## src/rtl/mem_port_pkg.sv

```systemverilog
// Shared constants and request type for the M20K port initiator.
package mem_port_pkg;
  localparam int MEM_ADDR_W = 13;
  localparam int MEM_DATA_W = 2;
  localparam int RD_LAT     = 1;

  typedef struct packed {
    logic                  we;
    logic [MEM_ADDR_W-1:0] addr;
    logic [MEM_DATA_W-1:0] wdata;
    logic [MEM_DATA_W-1:0] wmask;
  } mem_req_t;
endpackage

```

## src/rtl/mem_rsp_fifo.sv

```systemverilog
// Circular response FIFO with occupancy count; the producer guarantees no push
// while full.
module mem_rsp_fifo #(
  parameter  int DATA_W = 2,
  parameter  int DEPTH  = 3,
  localparam int PTR_W  = (DEPTH > 1) ? $clog2(DEPTH) : 1,
  localparam int CNT_W  = $clog2(DEPTH + 1)
) (
  input  logic              clk,
  input  logic              rst_n,
  input  logic              push,
  input  logic [DATA_W-1:0] push_data,
  input  logic              pop,
  output logic [DATA_W-1:0] head,
  output logic [CNT_W-1:0]  count
);
  logic [DATA_W-1:0] mem [DEPTH];
  logic [PTR_W-1:0]  wr_ptr, rd_ptr;
  logic              empty, full, do_pop;

  assign empty  = (count == '0);
  assign full   = (count == CNT_W'(DEPTH));
  assign do_pop = pop & ~empty;
  assign head   = mem[rd_ptr];

  function automatic logic [PTR_W-1:0] nxt(input logic [PTR_W-1:0] p);
    return (p == PTR_W'(DEPTH - 1)) ? '0 : p + 1'b1;
  endfunction

  always_ff @(posedge clk or negedge rst_n) begin
    if (!rst_n) begin
      wr_ptr <= '0;
      rd_ptr <= '0;
      count  <= '0;
    end else begin
      if (push)   wr_ptr <= nxt(wr_ptr);
      if (do_pop) rd_ptr <= nxt(rd_ptr);
      case ({push, do_pop})
        2'b10:   count <= count + CNT_W'(1);
        2'b01:   count <= count - CNT_W'(1);
        default: count <= count;
      endcase
    end
  end

  // Data storage needs no reset: count gates what is visible.
  always_ff @(posedge clk) begin
    if (push) mem[wr_ptr] <= push_data;
  end

  push_while_full: assert property (@(posedge clk) disable iff (!rst_n) !(push && full));
endmodule

```

## src/rtl/mem_port_initiator.sv

```systemverilog
// Valid/ready initiator for one M20K macro port with credit-protected response FIFO.
// Optional: MEM_PORT_INIT_WRACK_EN makes accepted writes return a zero response entry.
module mem_port_initiator
  import mem_port_pkg::*;
#(
  parameter int ADDR_W    = MEM_ADDR_W,
  parameter int DATA_W    = MEM_DATA_W,
  parameter int RSP_DEPTH = 3
) (
  input  logic              CLK,
  input  logic              RST_N,
  input  logic              req_valid,
  output logic              req_ready,
  input  logic              req_we,
  input  logic [ADDR_W-1:0] req_addr,
  input  logic [DATA_W-1:0] req_wdata,
  input  logic [DATA_W-1:0] req_wmask,
  output logic              rsp_valid,
  input  logic              rsp_ready,
  output logic [DATA_W-1:0] rsp_rdata,
  output logic              CE,
  output logic              WE,
  output logic [ADDR_W-1:0] A,
  output logic [DATA_W-1:0] D,
  output logic [DATA_W-1:0] WEM,
  input  logic [DATA_W-1:0] Q
);
  localparam int FCNT_W = $clog2(RSP_DEPTH + 1);
  localparam int CNT_W  = $clog2(RSP_DEPTH + RD_LAT + 1);

  logic              run;
  logic              acc, vld_in, push, pop;
  logic [RD_LAT:1]   vld_pipe;
  logic [DATA_W-1:0] push_data;
  logic [FCNT_W-1:0] fifo_count;
  logic [CNT_W-1:0]  cnt;

  // Credit only sees registered state, so ready never depends on payload or rsp_ready.
  assign cnt       = CNT_W'(fifo_count) + CNT_W'($countones(vld_pipe));
  assign req_ready = run & (cnt < CNT_W'(RSP_DEPTH));
  assign acc       = req_valid & req_ready;

  assign CE  = acc;
  assign WE  = acc & req_we;
  assign A   = req_addr;
  assign D   = req_wdata;
  assign WEM = req_wmask;

`ifdef MEM_PORT_INIT_WRACK_EN
  logic [RD_LAT:1] wr_pipe;

  assign vld_in    = acc;
  assign push_data = wr_pipe[RD_LAT] ? '0 : Q;

  always_ff @(posedge CLK or negedge RST_N) begin
    if (!RST_N) wr_pipe <= '0;
    else        wr_pipe <= (wr_pipe << 1) | RD_LAT'(acc & req_we);
  end
`else
  assign vld_in    = acc & ~req_we;
  assign push_data = Q;
`endif

  always_ff @(posedge CLK or negedge RST_N) begin
    if (!RST_N) begin
      run      <= 1'b0;
      vld_pipe <= '0;
    end else begin
      run      <= 1'b1;
      vld_pipe <= (vld_pipe << 1) | RD_LAT'(vld_in);
    end
  end

  assign push      = vld_pipe[RD_LAT];
  assign rsp_valid = (fifo_count != '0);
  assign pop       = rsp_valid & rsp_ready;

  mem_rsp_fifo #(.DATA_W(DATA_W), .DEPTH(RSP_DEPTH)) u_fifo (
    .clk       (CLK),
    .rst_n     (RST_N),
    .push      (push),
    .push_data (push_data),
    .pop       (pop),
    .head      (rsp_rdata),
    .count     (fifo_count)
  );
endmodule

```

## config.mk

```make
export PLATFORM = sky130hd
export DESIGN_NAME = mem_port_initiator
export DESIGN_NICKNAME = d
export VERILOG_FILES = /design/src/rtl/mem_port_pkg.sv /design/src/rtl/mem_rsp_fifo.sv /design/src/rtl/mem_port_initiator.sv
export SDC_FILE = /design/constraint.sdc
export NUM_CORES = 1
export LEC_CHECK = 0
export CORE_UTILIZATION = 36
export DETAILED_ROUTE_END_ITERATION = 12
export PLACE_DENSITY = 0.87
export SKIP_LAST_GASP = 1
export SLEW_MARGIN = 20
export SYNTH_ARGS = -nofsm -noshare
export SYNTH_HDL_FRONTEND = slang
export SYNTH_SLANG_ARGS = --single-unit
```

## constraint.sdc

```tcl
create_clock -name CLK -period 2.1 [get_ports CLK]
set_clock_uncertainty 0.05 [all_clocks]
set_input_delay 0.42 -clock CLK [delete_from_list [all_inputs] [get_ports CLK]]
set_output_delay 0.42 -clock CLK [all_outputs]
set_load 0.02 [all_outputs]
```

* Yosys cells after proc, flatten, opt, wreduce, memory -nomap -nowiden
Memories as Yosys holds them, arrays and structs flattened. Index checks and enable logic that the tools add are counted.
Storage, ports and cells: output and inout port bits 23, RAM bits 6, memories 1, register bits after elaboration 8, logic and storage cells 32
Memory list:
- u_fifo.mem | words 3, bits a word 2, rd ports 1, clocked after Yosys merged registers in 0, wr ports 1, line mem_rsp_fifo.sv:17 | logic [DATA_W-1:0] mem [DEPTH];
Cells by class: eq/ne operators 4, $add $sub $neg 5, $lt $le $gt $ge 1, bitwise logic cells 8, reductions and logical operators 3, multiplexer cells 5
Operators with widths (number):
- $add 2x1->2 const B | 3
- $and 1x1->1 | 6
- $eq 2x2->1 const B | 3
- $mux 2 | 2
- $pmux 2 s2 | 1
- $reduce_bool 2->1 | 2
- $add 2x1->3 | 1
- $lt 3x2->1 const B | 1
- $eq 2x1->1 const B | 1
- $logic_not 2->1 | 1
- $mux 1 | 2
- $not 1->1 | 2
- $sub 2x1->2 const B | 1

* Depth between registers and ports, before layout
depth after elaboration 5, mapped depth 6, mapped depth without buffers 6

* Cells and area by module
Synthesis repeated with hierarchy kept, for this count alone.
Unflattened totals: cell total of the unflattened synthesis 68, area, all modules 764.5 sq um
Modules (own cells, without submodules):
- mem_rsp_fifo | times used 1, area an instance 489.2 sq um, cells each 37
- mem_port_initiator | times used 1, area an instance 275.3 sq um, cells each 31

* Least setup slack after synthesis
No wires, ideal clock.
path type flip-flop to output port, start reg u_fifo.count[0], end out WE, path slack -114 ps, cell stages (with the launch flop) 5, data required time 1630 ps, path buffers 0, arrival time 1744 ps, cell sequence dfrtp_1 ha_1 ha_1 a2111oi_4 and2_1
Between the ends: cells in the longest elaborated chain, start to end 5
RTL lines:
- from (decl) | line mem_rsp_fifo.sv:15 | output logic [CNT_W-1:0] count
- from (signal assigned) | line mem_rsp_fifo.sv:39 | 2'b10: count <= count + CNT_W'(1);
- from (signal assigned) | line mem_rsp_fifo.sv:40 | 2'b01: count <= count - CNT_W'(1);
- from (signal assigned) | line mem_rsp_fifo.sv:41 | default: count <= count;
- $add 2x1->3 | line mem_port_initiator.sv:39 | assign cnt = CNT_W'(fifo_count) + CNT_W'($countones(vld_pipe));
- $lt 3x2->1 | line mem_port_initiator.sv:40 | assign req_ready = run & (cnt < CNT_W'(RSP_DEPTH));
- $and 1x1->1 | line mem_port_initiator.sv:40
- $and 1x1->1 | line mem_port_initiator.sv:41 | assign acc = req_valid & req_ready;
- named net CE | line mem_port_initiator.sv:21 | output logic CE,
- $and 1x1->1 | line mem_port_initiator.sv:44 | assign WE = acc & req_we;
- to (decl) | line mem_port_initiator.sv:22 | output logic WE,
The timed path passes the listed nets, and every way through them passes these cells.

* Worst setup path in the final report
start reg u_fifo.count[0], end out WE
Between the ends: cells in the longest elaborated chain, start to end 5
RTL lines (line):
- $add 2x1->3 | mem_port_initiator.sv:39
- $lt 3x2->1 | mem_port_initiator.sv:40
- $and 1x1->1 | mem_port_initiator.sv:40
- $and 1x1->1 | mem_port_initiator.sv:41
- $and 1x1->1 | mem_port_initiator.sv:44
Every way passes these cells.

==> metrics <==
ANT nets after route=0; CTS buffer count=3; RR Startpoint=u_fifo.count[1]; # DRC=0; startpoint class of the critical path=register; failing checks=setup timing; Worst Slack Setup Final=-0.0716 ns; Cell variety after synth=22; DIE AREA=roughly 2300 um^2; CP Buf/Inv Count=1; Clock Tree Root=clkbuf_4; 1st-iter DRT viols=2; PortBufs=12; Die W=around 48 um; met3 Use GR=0.0528; clock slew at reported path FFs=approximately 0.070 ns; Crit path arrival time=roughly 1.7 ns; reg2reg path depth=6; CTS H-tree depth=1; # IOs=47; largest cells by area after synthesis=dfrtp_1, edfxtp_1, buf_4; GP Congestion=0.704; HP Class=primary input to asynchronous set/reset pin; share of the clock period used by the worst path=1.03; Avg WL per Cell=around 11 um; slowest stage delay, CP=0.40 ns; leakage dissipation=0.000368 uW; final WL=~1.1 mm; final-layout fill cell count=199; FF/Latch Area=between 300 and 400 um^2; largest net degree at the start of global routing=9; final net count=97; syn nets=93; Placeable Area=slightly below 2000 um^2; final core occ=0.430; grt total ovfl=0; critical-path maximum fanout=2; reg2reg setup slack=around 0.40 ns; #FFs+latches synth=14; share of layout cells above drive strength 1=0.221; pre-CTS setup slack=-0.338 ns; Worst R2R End=u_fifo.count[1]; CTS tree=built; Bufs on Longest Clock Path=2; slowest CP cell=dfrtp_1; via count=between 400 and 500; Vias per Instance=around 4.6; Pre-antenna DRT Iters=2; fin. max-slew vios=0; DIE HEIGHT=47.8 um; Starting Density=0.385; HPWL after DPL=roughly 880 um; post-synth top area share=0.265; CP delay by family, top=adder cells; final-report setup violation count=2; most frequent cells in the layout=dfrtp_1, clkdlybuf4s50_1, edfxtp_1; crit path cell chain=ha_2 > ha_4 > a2111oi_4 > and2_4 > buf_6; Period minus WS final=between 2 and 2.5 ns; dominant cell type by area after synthesis=dfrtp_1; status=complete, but fails checks; row count=16; WP data required=between 1.5 and 2 ns; Post-Syn Instances=66; GRT Max-Usage Layer=met2; register area share after synthesis=0.504; Mapped Area=about 750 um^2; met1 usage in global routing=0.0974; first-pass GRT wire length=roughly 1.7 mm; Worst IR Drop VDD=between 0.0005 and 0.0006 V; crit path kind=register to output pin; final hold violation count=0; antenna cells=0; initial antenna violation count=0; GRT Overall Usage=0.116; max_cap viols=0; yosys warns=0; crit end category=output pin; met2 Use GR=0.200; setup TNS=-0.112 ns; RSZ-0062 raised after global routing=true; Cell Pwr Density=about 1200 nW/um^2; later-pin clock latency in the skew report=between 0.2 and 0.3 ns; Synth Area per Inst=around 11 um^2; vias in the first global route=~440; Max Freq=~0.46 GHz; commonest non-fill, non-tap cell in the layout=dfrtp_1; area grow syn2layout=11.9%; CTS sink cnt=14; multi-input gate area in the final layout=249 um^2
synth_stat cells, drive strengths merged:
cell,n
buf,17
and2,1
inv,4
xor2,1
a21o,3
nor3b,1
edfxtp,6
mux2i,2
conb,1
dfrtp,8
and2b,1
nor3,2
xnor2,2
a211oi,1
nor2,2
nand2,4
o21ai,4
a2111oi,1
or2,1
nand2b,1
ha,3
power by group:
part	leakage [uW]	switching (uW)	internal [uW]
clock network	0.0000138	75.3	66.3
registers	0.000153	70.8	357
logic	0.000201	205	229
total	0.000368	351	652
how the worst max path moves through the flow:
stage	to	cells after the start	start
floorplan	WE	4	u_fifo.count[0]
global placement	WE	5	req_valid
detailed placement	WE	5	req_valid
CTS	WE	5	u_fifo.count[0]
global route	WE	5	u_fifo.count[0]
finish	WE	5	u_fifo.count[0]
flip-flops by register name (all words and copies together) (netlist names):
signal,count
u_fifo.mem,6
u_fifo.count,2
u_fifo.rd_ptr,2
u_fifo.wr_ptr,2
push,1
run,1
metal layers:
layer	routed length (um)	part of all wire
met1	402	0.37
met2	532	0.49
met3	106	0.097
met4	47	0.043
met5	0	0
area by class of cell:
cell class	count	area share
Clock buffer	3	0.0267
Inverter	4	0.0178
Multi-Input combinational cell	31	0.295
Sequential cell	14	0.450
Tap cell	27	0.0400
Timing Repair Buffer	16	0.170
stage by stage:
stage / power, uW / instance area [um^2] / hold slack, ns / std cells
finish: 1000 / 845 / 0.372 / 95
global route: 1080 / 845 / 0.381 / 95
CTS: 1020 / 845 / 0.375 / 95
detailed placement: 895 / 818 / 0.474 / 91
global placement: 869 / 818 / 0.450 / 91
floorplan: 758 / 769 / 0.0744 / 66
kinds of logic (layout without fill, tap and decap cells):
family,count (synthesis),after routing,share of synthesized area
flip-flops,14,14,0.504
AND/OR/NAND/NOR,13,13,0.0879
buffers and inverters,21,23,0.189
multiplexers,2,2,0.0265
XOR/XNOR,3,3,0.0348
AO/OA/AOI/OAI,9,9,0.103
other,1,1,0.00497
adder cells (fa/ha/maj),3,3,0.0498
timing repair:
item,4_1_cts,5_1_grt
pin swaps,3,2
endpoints found under the setup margin,6,3
resized for setup,21,0
hold buffers,0,0
hold endpoints to repair,0,0
buffers inserted,1,0
Power figures use the tool's default switching activity.
